[src/rtl/alu_exec_ctrl_pkg.sv]
// Shared types for the execute controller: ALU interface types, instruction
// field map, funct decode helper and FSM state encoding.
package alu_exec_ctrl_pkg;

   typedef enum logic [2:0] {
      ALU_ADD = 3'd0,
      ALU_SUB = 3'd1,
      ALU_AND = 3'd2,
      ALU_OR  = 3'd3,
      ALU_XOR = 3'd4,
      ALU_SLL = 3'd5,
      ALU_SRL = 3'd6,
      ALU_SRA = 3'd7
   } alu_opcode_t;

   typedef struct packed {
      logic z;
      logic n;
      logic c;
      logic v;
   } alu_flags_t;

   typedef enum logic [3:0] {
      FN_ADD = 4'd0,
      FN_SUB = 4'd1,
      FN_AND = 4'd2,
      FN_OR  = 4'd3,
      FN_XOR = 4'd4,
      FN_SLL = 4'd5,
      FN_SRL = 4'd6,
      FN_SRA = 4'd7,
      FN_LDI = 4'd8
   } exec_funct_e;

   // imm for LDI is {rs2, imm_lo}: the two fields overlap in the encoding
   typedef struct packed {
      exec_funct_e funct;
      logic [1:0]  rd;
      logic [1:0]  rs1;
      logic [1:0]  rs2;
      logic [5:0]  imm_lo;
   } exec_instr_t;

   typedef enum logic [1:0] {
      ST_IDLE = 2'd0,
      ST_EXEC = 2'd1,
      ST_WB   = 2'd2
   } exec_state_e;

   localparam int EXEC_NREGS = 4;

   function automatic alu_opcode_t funct_to_alu_op(exec_funct_e f);
      alu_opcode_t op;
      case (f)
         FN_ADD:  op = ALU_ADD;
         FN_SUB:  op = ALU_SUB;
         FN_AND:  op = ALU_AND;
         FN_OR:   op = ALU_OR;
         FN_XOR:  op = ALU_XOR;
         FN_SLL:  op = ALU_SLL;
         FN_SRL:  op = ALU_SRL;
         FN_SRA:  op = ALU_SRA;
         default: op = ALU_ADD;
      endcase
      return op;
   endfunction

endpackage

[src/rtl/alu_exec_ctrl_regfile.sv]
// 4-entry register file: two combinational operand reads, one debug read,
// one synchronous write port, asynchronously cleared.
module alu_regfile
   import alu_exec_ctrl_pkg::*;
#(
   parameter int WIDTH = 8
) (
   input  logic             clk,
   input  logic             rst_n,
   input  logic [1:0]       rd_addr1,
   input  logic [1:0]       rd_addr2,
   input  logic [1:0]       dbg_addr,
   output logic [WIDTH-1:0] rd_data1,
   output logic [WIDTH-1:0] rd_data2,
   output logic [WIDTH-1:0] dbg_data,
   input  logic             wr_en,
   input  logic [1:0]       wr_addr,
   input  logic [WIDTH-1:0] wr_data
);

   logic [WIDTH-1:0] regs [EXEC_NREGS];

   always_ff @(posedge clk or negedge rst_n) begin
      if (!rst_n) begin
         for (int i = 0; i < EXEC_NREGS; i++) begin
            regs[i] <= '0;
         end
      end else if (wr_en) begin
         regs[wr_addr] <= wr_data;
      end
   end

   assign rd_data1 = regs[rd_addr1];
   assign rd_data2 = regs[rd_addr2];
   assign dbg_data = regs[dbg_addr];

endmodule

[src/rtl/alu_exec_ctrl.sv]
// Multi-cycle execute controller: accepts instructions, drives an external
// combinational ALU, captures its output and writes back rf/result/flags.
//
//   state   | meaning
//   --------+-------------------------------------------------------------
//   ST_IDLE | instr_ready=1; accept instruction, preload ALU operands
//   ST_EXEC | ALU inputs stable; capture alu_out/alu_flags at cycle end
//   ST_WB   | write back rf/result/flags (or flag illegal); done next cycle
module alu_exec_ctrl
   import alu_exec_ctrl_pkg::*;
#(
   parameter int WIDTH   = 8,
   parameter int INSTR_W = 16
) (
   input  logic               clk,
   input  logic               rst_n,
   input  logic               instr_valid,
   input  logic [INSTR_W-1:0] instr,
   output logic               instr_ready,
   output logic [WIDTH-1:0]   alu_in1,
   output logic [WIDTH-1:0]   alu_in2,
   output alu_opcode_t        alu_op,
   input  logic [WIDTH-1:0]   alu_out,
   input  alu_flags_t         alu_flags,
   output logic               done,
   output logic               illegal,
   output logic [WIDTH-1:0]   result,
   output alu_flags_t         flags_q,
   input  logic [1:0]         dbg_addr,
   output logic [WIDTH-1:0]   dbg_data
);

   exec_state_e      state, state_nx;
   exec_instr_t      in_w;
   logic [3:0]       in_fn;
   logic [3:0]       fn_q;
   logic [1:0]       rd_q;
   logic [7:0]       imm_q;
   logic [WIDTH-1:0] rd_data1, rd_data2;
   logic [WIDTH-1:0] out_q;
   alu_flags_t       flags_cap;
   logic             accept;
   logic             wr_en;
   logic [WIDTH-1:0] wr_data;
   logic             q_is_alu, q_is_ldi, q_illegal;

   assign in_w  = instr;
   assign in_fn = in_w.funct;

   assign q_is_alu  = (fn_q[3] == 1'b0);
   assign q_is_ldi  = (fn_q == 4'd8);
   assign q_illegal = fn_q[3] && !q_is_ldi;

   alu_regfile #(.WIDTH(WIDTH)) u_rf (
      .clk      (clk),
      .rst_n    (rst_n),
      .rd_addr1 (in_w.rs1),
      .rd_addr2 (in_w.rs2),
      .dbg_addr (dbg_addr),
      .rd_data1 (rd_data1),
      .rd_data2 (rd_data2),
      .dbg_data (dbg_data),
      .wr_en    (wr_en),
      .wr_addr  (rd_q),
      .wr_data  (wr_data)
   );

   always_comb begin
      state_nx    = state;
      instr_ready = 1'b0;
      accept      = 1'b0;
      wr_en       = 1'b0;
      wr_data     = '0;
      case (state)
         ST_IDLE: begin
            instr_ready = 1'b1;
            if (instr_valid) begin
               accept   = 1'b1;
               state_nx = in_fn[3] ? ST_WB : ST_EXEC;
            end
         end
         ST_EXEC: state_nx = ST_WB;
         ST_WB: begin
            state_nx = ST_IDLE;
            if (q_is_alu) begin
               wr_en   = 1'b1;
               wr_data = out_q;
            end else if (q_is_ldi) begin
               wr_en   = 1'b1;
               wr_data = WIDTH'(imm_q);
            end
         end
         default: state_nx = ST_IDLE;
      endcase
   end

   // Operands are registered at accept; nothing writes the rf between accept
   // and EXEC, so these equal rf[rs1]/rf[rs2] throughout EXEC and hold after.
   always_ff @(posedge clk or negedge rst_n) begin
      if (!rst_n) begin
         state     <= ST_IDLE;
         fn_q      <= '0;
         rd_q      <= '0;
         imm_q     <= '0;
         alu_in1   <= '0;
         alu_in2   <= '0;
         alu_op    <= ALU_ADD;
         out_q     <= '0;
         flags_cap <= '0;
         result    <= '0;
         flags_q   <= '0;
         done      <= 1'b0;
         illegal   <= 1'b0;
      end else begin
         state   <= state_nx;
         done    <= (state == ST_WB);
         illegal <= (state == ST_WB) && q_illegal;
         if (accept) begin
            fn_q  <= in_fn;
            rd_q  <= in_w.rd;
            imm_q <= {in_w.rs2, in_w.imm_lo};
            if (!in_fn[3]) begin
               alu_in1 <= rd_data1;
               alu_in2 <= rd_data2;
               alu_op  <= funct_to_alu_op(in_w.funct);
            end
         end
         if (state == ST_EXEC) begin
            out_q     <= alu_out;
            flags_cap <= alu_flags;
         end
         if (wr_en) begin
            result <= wr_data;
         end
         if ((state == ST_WB) && q_is_alu) begin
            flags_q <= flags_cap;
         end
      end
   end

endmodule

[config.mk]
export PLATFORM = sky130hd
export DESIGN_NAME = alu_exec_ctrl
export DESIGN_NICKNAME = d
export VERILOG_FILES = /design/src/rtl/alu_exec_ctrl_pkg.sv /design/src/rtl/alu_exec_ctrl_regfile.sv /design/src/rtl/alu_exec_ctrl.sv
export SDC_FILE = /design/constraint.sdc
export NUM_CORES = 1
export LEC_CHECK = 0
export BUFFER_PORTS_ARGS = -buffer_cell sky130_fd_sc_hd__buf_4
export CAP_MARGIN = 0
export CORE_MARGIN = 5
export CORE_UTILIZATION = 60
export CTS_CLUSTER_DIAMETER = 60
export DETAILED_ROUTE_END_ITERATION = 10
export PLACE_DENSITY = 0.88
export SLEW_MARGIN = 30
export SYNTH_ARGS = -nofsm -noshare
export SYNTH_HDL_FRONTEND = slang
export SYNTH_HIERARCHICAL = 1
export SYNTH_SLANG_ARGS = --single-unit
[constraint.sdc]
create_clock -name clk -period 3.4 [get_ports clk]
set_input_delay 0.17 -clock clk [delete_from_list [all_inputs] [get_ports clk]]
set_output_delay 0.17 -clock clk [all_outputs]
set_load 0.005 [all_outputs]
### After elaboration in Yosys (flattened, before gate mapping)

Memory sizes are Yosys's and may differ from the RTL's. A register that Yosys moved wholly into a read port is not among the register bits.
Index checks and enable logic that the tools add are counted.

| storage, ports and cells | value |
|---|---|
| register bits after elaboration | 90 |
| ROM bits | 24 |
| memories | 1 |
| word-level logic and storage cells | 70 |
| bits of input ports | 33 |
| output and inout bits | 42 |

Memory list:

| memory | words | width | read ports | clocked after memory_dff | write ports | RTL line | source |
|---|---|---|---|---|---|---|---|
| (no name shown) | 8 | 3 | 1 | 1 | 0 | alu_exec_ctrl_pkg.sv:54 | `case (f)` |

| operators by class | value |
|---|---|
| mux-type cells | 24 |
| reductions and logical operators | 8 |
| bitwise logic cells | 6 |
| eq/ne operators | 4 |
| $lt $le $gt $ge | 5 |

Operator list:

| cell | number |
|---|---|
| two-way mux 8 bit | 10 |
| binary-select mux 8 bit (select 2 bit) | 3 |
| bitwise mux 32 bit | 1 |
| demux 8 bit (select 2 bit) | 1 |
| greater-or-equal comparator 3 bit (second input constant) | 4 |
| inverter 2 -> 3 bit | 4 |
| two-way mux 1 bit | 6 |
| equality test 4 bit (second input constant) | 1 |
| logical AND 1 bit | 4 |
| two-way mux 2 bit | 2 |
| one-hot mux 2 bit (2 select lines) | 1 |
| less-than comparator 3 x 1 -> 1 bit (second input constant) | 1 |
| equality test 2 x 1 -> 1 bit (second input constant) | 1 |
| equality test 2 bit (second input constant) | 1 |
| zero test 1 bit | 2 |
| zero test 2 bit | 1 |
| inequality test 2 bit (second input constant) | 1 |
| inverter 1 bit | 2 |
| AND reduction 2 bit | 1 |

### Logic depth before layout (Yosys ltp)

Gate-level depths: netlist of the first run.

| logic depth | value |
|---|---|
| depth after elaboration | 6 |
| depth in mapped cells | 7 |
| gate-level depth less buffers | 5 |

### Cells and area by module

Netlist of the first run, hierarchy kept.

By module, submodules not included:

| module | sequential area each (sq um) | cells an instance | area each (sq um) | instances |
|---|---|---|---|---|
| alu_exec_ctrl | 1,526.5 | 175 | 2,468.6 | 1 |
| alu_regfile | 800.8 | 98 | 1,779.2 | 1 |

### Worst setup path after synthesis of the first run

Ideal clock, no wire load.

| timing path | value |
|---|---|
| path type | flip-flop to flip-flop |
| start | reg fn_q[2] |
| end | reg u_rf/regs[24] (netlist name) |
| period minus slack after synthesis | 2.163 ns |
| slack | 1.237 ns |
| library setup time | 0.125 ns |
| stages on the path, launching flop included | 6 |
| data required time | 3.275 ns |
| path buffers | 1 |
| arrival | 2.038 ns |
| cell sequence | dfrtp_1 -> or3_1 -> clkbuf_1 -> a21oi_1 -> nor3b_4 -> mux2_2 |

| on the way | value |
|---|---|
| elaborated cells between the ends (all ways) | 8 |
| classes of those cells | eq/ne (1); mux (7) |

RTL lines:

| element | RTL line | source |
|---|---|---|
| start: declaration | alu_exec_ctrl.sv:36 | `logic [3:0] fn_q;` |
| start signal: assignment | alu_exec_ctrl.sv:119 | `fn_q <= in_fn;` |
| equality test 4 bit | alu_exec_ctrl.sv:51 | `assign q_is_ldi = (fn_q == 4'd8);` |
| two-way mux 1 bit | alu_exec_ctrl.sv:88 | `end else if (q_is_ldi) begin` |
| two-way mux 1 bit | alu_exec_ctrl.sv:85 | `if (q_is_alu) begin` |
| two-way mux 1 bit | alu_exec_ctrl.sv:74 | `case (state)` |
| named net wr_en | alu_exec_ctrl.sv:43 | `logic wr_en;` |
| end signal: indexed assignment | alu_exec_ctrl_regfile.sv:29 | `regs[wr_addr] <= wr_data;` |
| end: declaration | alu_exec_ctrl_regfile.sv:21 | `logic [WIDTH-1:0] regs [EXEC_NREGS];` |

The timed path passes the listed nets, and every way through them passes these cells.
A chain may end at the register's enable or synchronous reset.

### Worst setup path after layout of the first run

| timing path | value |
|---|---|
| start | reg fn_q[2] |
| end | reg u_rf/regs[31] (netlist name) |

Same word-level chain as after synthesis.

==> results of run 1 <==
-- Yosys cell counts, drive strengths merged --
cell / count / area share, %
inv: 8 / 0.71
mux4: 24 / 13
or3: 1 / 0.15
nand3b: 2 / 0.53
and3: 1 / 0.15
and2b: 1 / 0.24
clkbuf: 2 / 0.18
buf: 13 / 2.2
mux2i: 1 / 0.24
a32oi: 7 / 1.4
nor4b: 1 / 0.35
nand2: 7 / 0.62
dfrtp: 93 / 55
nor2b: 2 / 0.29
nor2: 5 / 0.44
nor3b: 3 / 1.1
a21oi: 3 / 0.35
mux2: 80 / 21
nand2b: 1 / 0.15
nand3: 18 / 2.2
-- logic make-up after synthesis --
logic type,after synthesis
AOI/OAI and AO/OA,10
buffers and inverters,23
DFF,93
muxes,105
and+or+nand+nor,42
-- per-stage QoR --
step	utilization (%)	hold slack [ns]	setup WS [ns]
3_5_place_dp	70.9	0.303	1.04
6_report	74.0	0.0353	0.995
3_3_place_gp	70.8	0.402	1.13
2_1_floorplan	-	-0.126	1.24
5_1_grt	74.0	0.0163	0.852
4_1_cts	74.0	0.0214	1.01
-- worst register-to-register path: stages (launching register included) --
cell and delay, ns:
dfrtp_1 0.41, or3_1 0.56, a21oi_1 0.44, nor3b_4 0.49, mux2_2 0.39
-- state kept, by name, summed over array words and instances, names as in the netlist, 4 cells and up --
| register | count |
|---|---|
| flags_cap | 4 |
| result | 8 |
| fn_q | 4 |
| out_q | 8 |
| alu_in1 | 8 |
| imm_q | 8 |
| u_rf/regs | 32 |
| alu_in2 | 8 |
| flags_q | 4 |
-- final cells by class --
cell class	instances	share of cell area, %
clock inverter	5	1.19
inverter	8	0.594
tap	96	2.38
multi-input combinational	157	35.5
sequential	93	46.0
timing repair buffer	77	11.6
clock buffer	11	2.80
-- final timing paths --
path                                              from                   endpoint  slack, ns
worst max-delay path               fn_q[2]$_DFFE_PN0P_  u_rf/regs[31]$_DFFE_PN0P_        1.0
worst min register to register  alu_in2[7]$_DFFE_PN0P_     alu_in2[7]$_DFFE_PN0P_       0.49
worst max register to register     fn_q[2]$_DFFE_PN0P_  u_rf/regs[31]$_DFFE_PN0P_        1.0
max in group asynchronous                        rst_n  u_rf/regs[25]$_DFFE_PN0P_       2.38
min in group asynchronous                        rst_n       out_q[2]$_DFFE_PN0P_       0.47
worst min-delay path                        alu_out[5]       out_q[5]$_DFFE_PN0P_       0.04
-- routing by layer --
layer	track usage, %	part of all wire, %	up-vias
met3	4.97	6.1	12
met2	37.9	53	96
met1	29.8	40	1446
li1	-	-	1163
met5	0	0	-
met4	8.42	1.5	0
-- cell usage in the layout (no fill, tap or decap), types with 3 or more instances in the layout --
master / count
nand2_1: 7
clkinvlp_4: 4
nand3_1: 17
buf_4: 75
dfrtp_1: 93
nor2_1: 5
a32oi_1: 7
inv_1: 8
mux2_2: 62
clkbuf_8: 10
mux2_1: 18
a21oi_1: 3
mux4_2: 24
-- power by group --
| group | leakage (nW) | switching [mW] | total (mW) | internal [mW] |
|---|---|---|---|---|
| registers | 1.19 | 0.189 | 1.53 | 1.34 |
| logic | 1.16 | 0.271 | 0.705 | 0.434 |
| clock network | 0.0878 | 0.381 | 0.741 | 0.360 |
| total | 2.44 | 0.841 | 2.98 | 2.14 |
==> reports/qor.csv, run 1 <==
metric;value;unit
cell count after synthesis;273;
Ports;75;
Initial Util;62.2;%
Clock Sinks;93;
post-route cell area;5060;sq um
Fin Setup TNS;0;ns
antenna violations before repair;0;
synth unique cells;27;
Post-DP Area;4850;sq um
WP data arrival;2.65;ns
Fmax;416;MHz
unrepaired setup endpoints after global routing;no;
Pleak;2.44;nW
Hold Path Stages;2;
Synth Area in Compound Gates;1.80;%
DRT iter0 DRCs;189;
Tightest Pin Transition;0.978;ns
Layout area overhead;19.1;%
count of max-cap constraint violations;0;
syn_nets;306;
Crit Path Max Fanout;10;
vias in the first global route;2917;
worst rel slew slack;34.6;%
hold buffers post-CTS;1;
Rows;30;
post-synthesis simple-gate area fraction;6.22;%
Finished Layout Cells;447;
clk slew on worst S/H paths;0.09;ns
delay-heaviest family, CP;simple AND/OR/NAND/NOR gates;
max-slew violation total from the final report;0;
post-CTS setup buffers;0;
r2r worst-path depth;4;
max incr delay on CP;0.56;ns
fin crit share;70.7;%
CTS H-tree lvls;3;
clk_lat worst skew;0.36;ns
GRT Util Overall;22.9;%
clk root buf;clkbuf_8;
Pwr Total;2.98;mW
Post-DP HPWL;6440;microns
post-synthesis mux area share;34.2;%
placed insts;430;
Worst Path Required;3.64;ns
count of input and output buffers;74;
ANT cells;0;
Synth Area in Adders;0;%
Avg WL per Cell;20.6;microns
layout cells sized above 1;52.7;%
post-synthesis sequential area ratio;54.8;%
syn_area_per_cell;15.6;sq um
CP Cell Sequence;or3_1, a21oi_1, nor3b_4, mux2_2;
core footprint;6830;sq um
Post-Syn Area;4250;sq um
startpoint type of the worst setup path;flip-flop;
first-pass GRT wire length;15100;microns
Die Wd;94.1;microns
xor/xnor cell area share of the yosys netlist;0;%
routability cong.;0.774;
vias per cell;6.08;
Crit-path slowest cell;or3_1;
post-route ant nets;0;
maximum vdd ir drop;0.000341;V
largest family of logic cells by synthesized area;multiplexers;
crit end category;flip-flop;
CTS Buf Count;9;
worst hold path type;in -> reg;
run status;completed;
Reg area;2330;sq um
fin nets;379;
Max Root-Sink Buffers;2;
Fin Clk Skew;0.0134;ns
total grt overflow;0;
largest net degree at the start of global routing;94;
flops & latches, synth;93;
Fillers;450;
routed vias;2717;
die area;8860;sq um
PwrDens;588;nW/um^2
area of the multi-input gates;1790;sq um
# setup viols final;0;
yosys warns;6;
type of the worst setup path;reg -> reg;
WP depth;4;
Die Y;94.1;microns
CTS tree;done;
drt first pass iters;4;
DR DRC count;0;
total routed wirelength;9210;microns
post-CTS resize count;0;
Final Hold Fails;0;
worst path buffer plus inverter count;0;
fin crit period;2.40;ns
(Power assumes the default switching activity.)
==> inputs of run 2 (changes only) <==
--- a/config.mk
+++ b/config.mk
@@ -5,13 +5,14 @@
 export SDC_FILE = /design/constraint.sdc
 export NUM_CORES = 1
 export LEC_CHECK = 0
+export ABC_AREA = 1
 export BUFFER_PORTS_ARGS = -buffer_cell sky130_fd_sc_hd__buf_4
 export CAP_MARGIN = 0
 export CORE_MARGIN = 5
-export CORE_UTILIZATION = 60
+export CORE_UTILIZATION = 51
 export CTS_CLUSTER_DIAMETER = 60
 export DETAILED_ROUTE_END_ITERATION = 10
-export PLACE_DENSITY = 0.88
+export PLACE_DENSITY = 0.79
 export SLEW_MARGIN = 30
 export SYNTH_ARGS = -nofsm -noshare
 export SYNTH_HDL_FRONTEND = slang
==> constraint.sdc (replaced) <==
create_clock -name clk -period 1.95 [get_ports clk]
set_input_delay 0.0975 -clock clk [delete_from_list [all_inputs] [get_ports clk]]
set_output_delay 0.0975 -clock clk [all_outputs]
set_load 0.005 [all_outputs]
==> run 2 against run 1 <==
Compared with the run above:
- clock-buffer cell count fell by 1
- die area rose by 30%
- clock skew rose by 0.0051 ns
- combinational power rose by 140%
- total power rose by 92%
- largest cell class unchanged
- highest routed layer unchanged
==> reports/qor.csv, run 2 <==
metric;value;unit;change
setup ws final;0.185;ns;-0.811 ns
yosys warns;6;;unchanged
Sw Ratio;34.6;%;+6.4 points
core footprint;9240;sq um;+35%
Die Y;107;microns;+14%
ys flop type;dfrtp_1;;
fin crit period;1.77;ns;-0.639 ns
Ports;75;;unchanged
vias per cell;5.12;;-16%
Final Hold Fails;0;;unchanged
CTS tree;done;;
Initial Util;52.1;%;-10 points
clk slew on worst S/H paths;0.10;ns;about the same
WP data arrival;2.02;ns;-0.63 ns
Sw Pwr;1.98;mW;+140%
most common cell in the netlist;nand2_1;;
count of input and output buffers;74;;unchanged
post-route ant nets;0;;unchanged
Tightest Pin Transition;0.657;ns;-0.321 ns
worst rel slew slack;56.1;%;+21 points
largest net degree at the start of global routing;45;;-52%
crit end category;flip-flop;;
most common cell after layout, fill and taps aside;nand2_1;;
worst hold path type;in -> reg;;
fin crit share;90.5;%;+20 points
total routed wirelength;12800;microns;+39%
layout cells sized above 1;16.8;%;-36 points
syn_nets;680;;+120%
first-pass GRT wire length;21300;microns;+41%
clk root buf;clkbuf_8;;
Max Root-Sink Buffers;2;;unchanged
power share of the sequential group;47.0;%;-4.4 points
startpoint type of the worst setup path;flip-flop;;
Synth area leader;dfrtp_1;;
Crit Path Max Fanout;27;;+17
post-synthesis sequential area ratio;48.3;%;-6.5 points
DRT iter0 DRCs;377;;+99%
Fin Setup TNS;0;ns;unchanged
Power Internal;3.74;mW;+75%
CTS Buf Count;9;;unchanged
Fmax;566;MHz;+36%
Largest Register;u_rf/regs;;
ANT cells;0;;unchanged
Post-synth top cells;292 x nand2_1, 93 x dfrtp_1, 75 x nand3_1, 65 x inv_1, 35 x nor2_1;;
Largest register FFs;32;;unchanged
most frequent cells in the layout;292 x nand2_1, 93 x dfrtp_1, 78 x buf_4;;
Pleak;3.36;nW;+38%
Logic pwr share;29.6;%;+5.9 points
routed vias;4439;;+63%
Layout area overhead;21.0;%;
clk_lat worst skew;0.36;ns;about the same
drt first pass iters;5;;+1
die area;11500;sq um;+30%
Synth area leaders;dfrtp_1 48%, nand2_1 23%, nand3_1 7.8%;;
flops & latches, synth;93;;unchanged
pre-CTS setup slack;0.216;ns;-0.827 ns
count of max-cap constraint violations;0;;unchanged
cell count after synthesis;647;;+140%
GRT Util Overall;23.3;%;+0.40 points
CTS H-tree lvls;3;;unchanged
Post-DP HPWL;9190;microns;+43%
total grt overflow;0;;unchanged
syn_area_per_cell;7.45;sq um;-52%
EDFF count, synth;0;;unchanged
Clock Sinks;93;;unchanged
routability cong.;0.940;;+21%
maximum vdd ir drop;0.000609;V;+79%
fin nets;766;;+100%
Fin Clk Skew;0.0185;ns;+0.00507 ns
clock network fraction of total power;23.4;%;-1.5 points
antenna violations before repair;0;;unchanged
Rows;35;;+17%
synth unique cells;20;;-26%
Die Wd;107;microns;+14%
area share of the largest cell type after synthesis;48.3;%;-6.5 points
Avg WL per Cell;14.8;microns;-28%
Worst Path Required;2.20;ns;-1.44 ns
FFs w/ async S/R, synth;100;%;unchanged
max-slew violation total from the final report;0;;unchanged
DR DRC count;0;;unchanged
vias in the first global route;4297;;+47%
post-CTS setup buffers;0;;unchanged
# setup viols final;0;;unchanged
unrepaired setup endpoints after global routing;no;;
type of the worst setup path;reg -> reg;;
PwrDens;980;nW/um^2;+67%
Post-Syn Area;4820;sq um;+13%
run status;completed;;
## run 2: changes by cell type after synthesis, sizes merged, moves of 3 or more
cell / previous run / this run
inv: 8 / 72
mux4: 24 / 0
nand3: 18 / 78
a21oi: 3 / 9
o21ai: 0 / 14
nor2: 5 / 38
mux2: 80 / 0
a32oi: 7 / 0
nand2: 7 / 298
nor3b: 3 / 0
buf: 13 / 27
nand4: 0 / 16
## run 2: power groups by stage
stage	clock [mW]	combinational, mW	sequential [mW]
2_1_floorplan	0	0.968	2.65
5_1_grt	1.44	1.90	2.75
4_1_cts	1.36	1.69	2.68
6_report	1.34	1.69	2.69
3_3_place_gp	0	1.60	2.70
3_5_place_dp	0	1.64	2.71
## run 2: critical path: stages (launching register included)
cell     delay (ns)
dfrtp_1        0.40
nor2_1         0.13
nand2_2        0.15
nand2_1        0.13
nand2_2        0.14
inv_1          0.19
buf_12         0.20
nand3_4        0.13
nand2_1        0.12
nand2_1        0.06
## run 2: path summary, 6_finish.rpt
path	startpoint	end	cells after the start	slack [ns]
max	fn_q[2]$_DFFE_PN0P_	u_rf/regs[9]$_DFFE_PN0P_	9	0.18
min	alu_out[4]	out_q[4]$_DFFE_PN0P_	3	0.02
max reg2reg	fn_q[2]$_DFFE_PN0P_	u_rf/regs[9]$_DFFE_PN0P_	9	0.18
min reg2reg	imm_q[4]$_DFFE_PN0P_	imm_q[4]$_DFFE_PN0P_	2	0.48
max in group asynchronous	rst_n	u_rf/regs[23]$_DFFE_PN0P_	3	1.12
min in group asynchronous	rst_n	alu_in1[5]$_DFFE_PN0P_	2	0.19
## run 2: timing repair
action	CTS	global route
setup endpoints to repair	0	0
hold buffers	22	1
endpoints found under the hold margin	49	1
gates resized for setup	0	0
## run 2: per-stage QoR
step / instance area (sq um) / instances / util [%] / hold WS, ns / total power [mW]
2_1_floorplan: 4820 / 647 / - / -0.198 / 3.61
3_3_place_gp: 5400 / 828 / 58.4 / 0.0586 / 4.30
3_5_place_dp: 5400 / 828 / 58.4 / 0.0613 / 4.36
4_1_cts: 5820 / 866 / 63.0 / 0.000695 / 5.73
5_1_grt: 5830 / 867 / 63.1 / 0.00218 / 6.09
6_report: 5830 / 867 / 63.1 / 0.0173 / 5.71
## run 2: final cells by class
class / instances / area [sq um]
clock buffers: 10 / 138
clock inverters: 6 / 67.6
fillers: 795 / 3410
inverters: 72 / 270
multi-input cells: 454 / 2010
flip-flops and latches: 93 / 2330
well taps: 129 / 161
repair buffers: 103 / 856
## run 2: logic make-up (layout without fill, tap and decap cells)
group                  Yosys count  after routing  synth area share (%)
AO/OA/AOI/OAI                   23             23                  3.01
buffers and inverters          100            191                  9.95
flip-flops                      93             93                  48.3
AND/OR/NAND/NOR                431            431                  38.7
## run 2: metal layers
layer,wire [microns],share of wire [%],track usage (%),up-vias
met5,0,0,0,-
met4,241,1.9,6.30,0
met3,831,6.5,4.15,31
met2,6320,49,39.5,178
met1,5450,42,30.9,2065
li1,-,-,-,2165
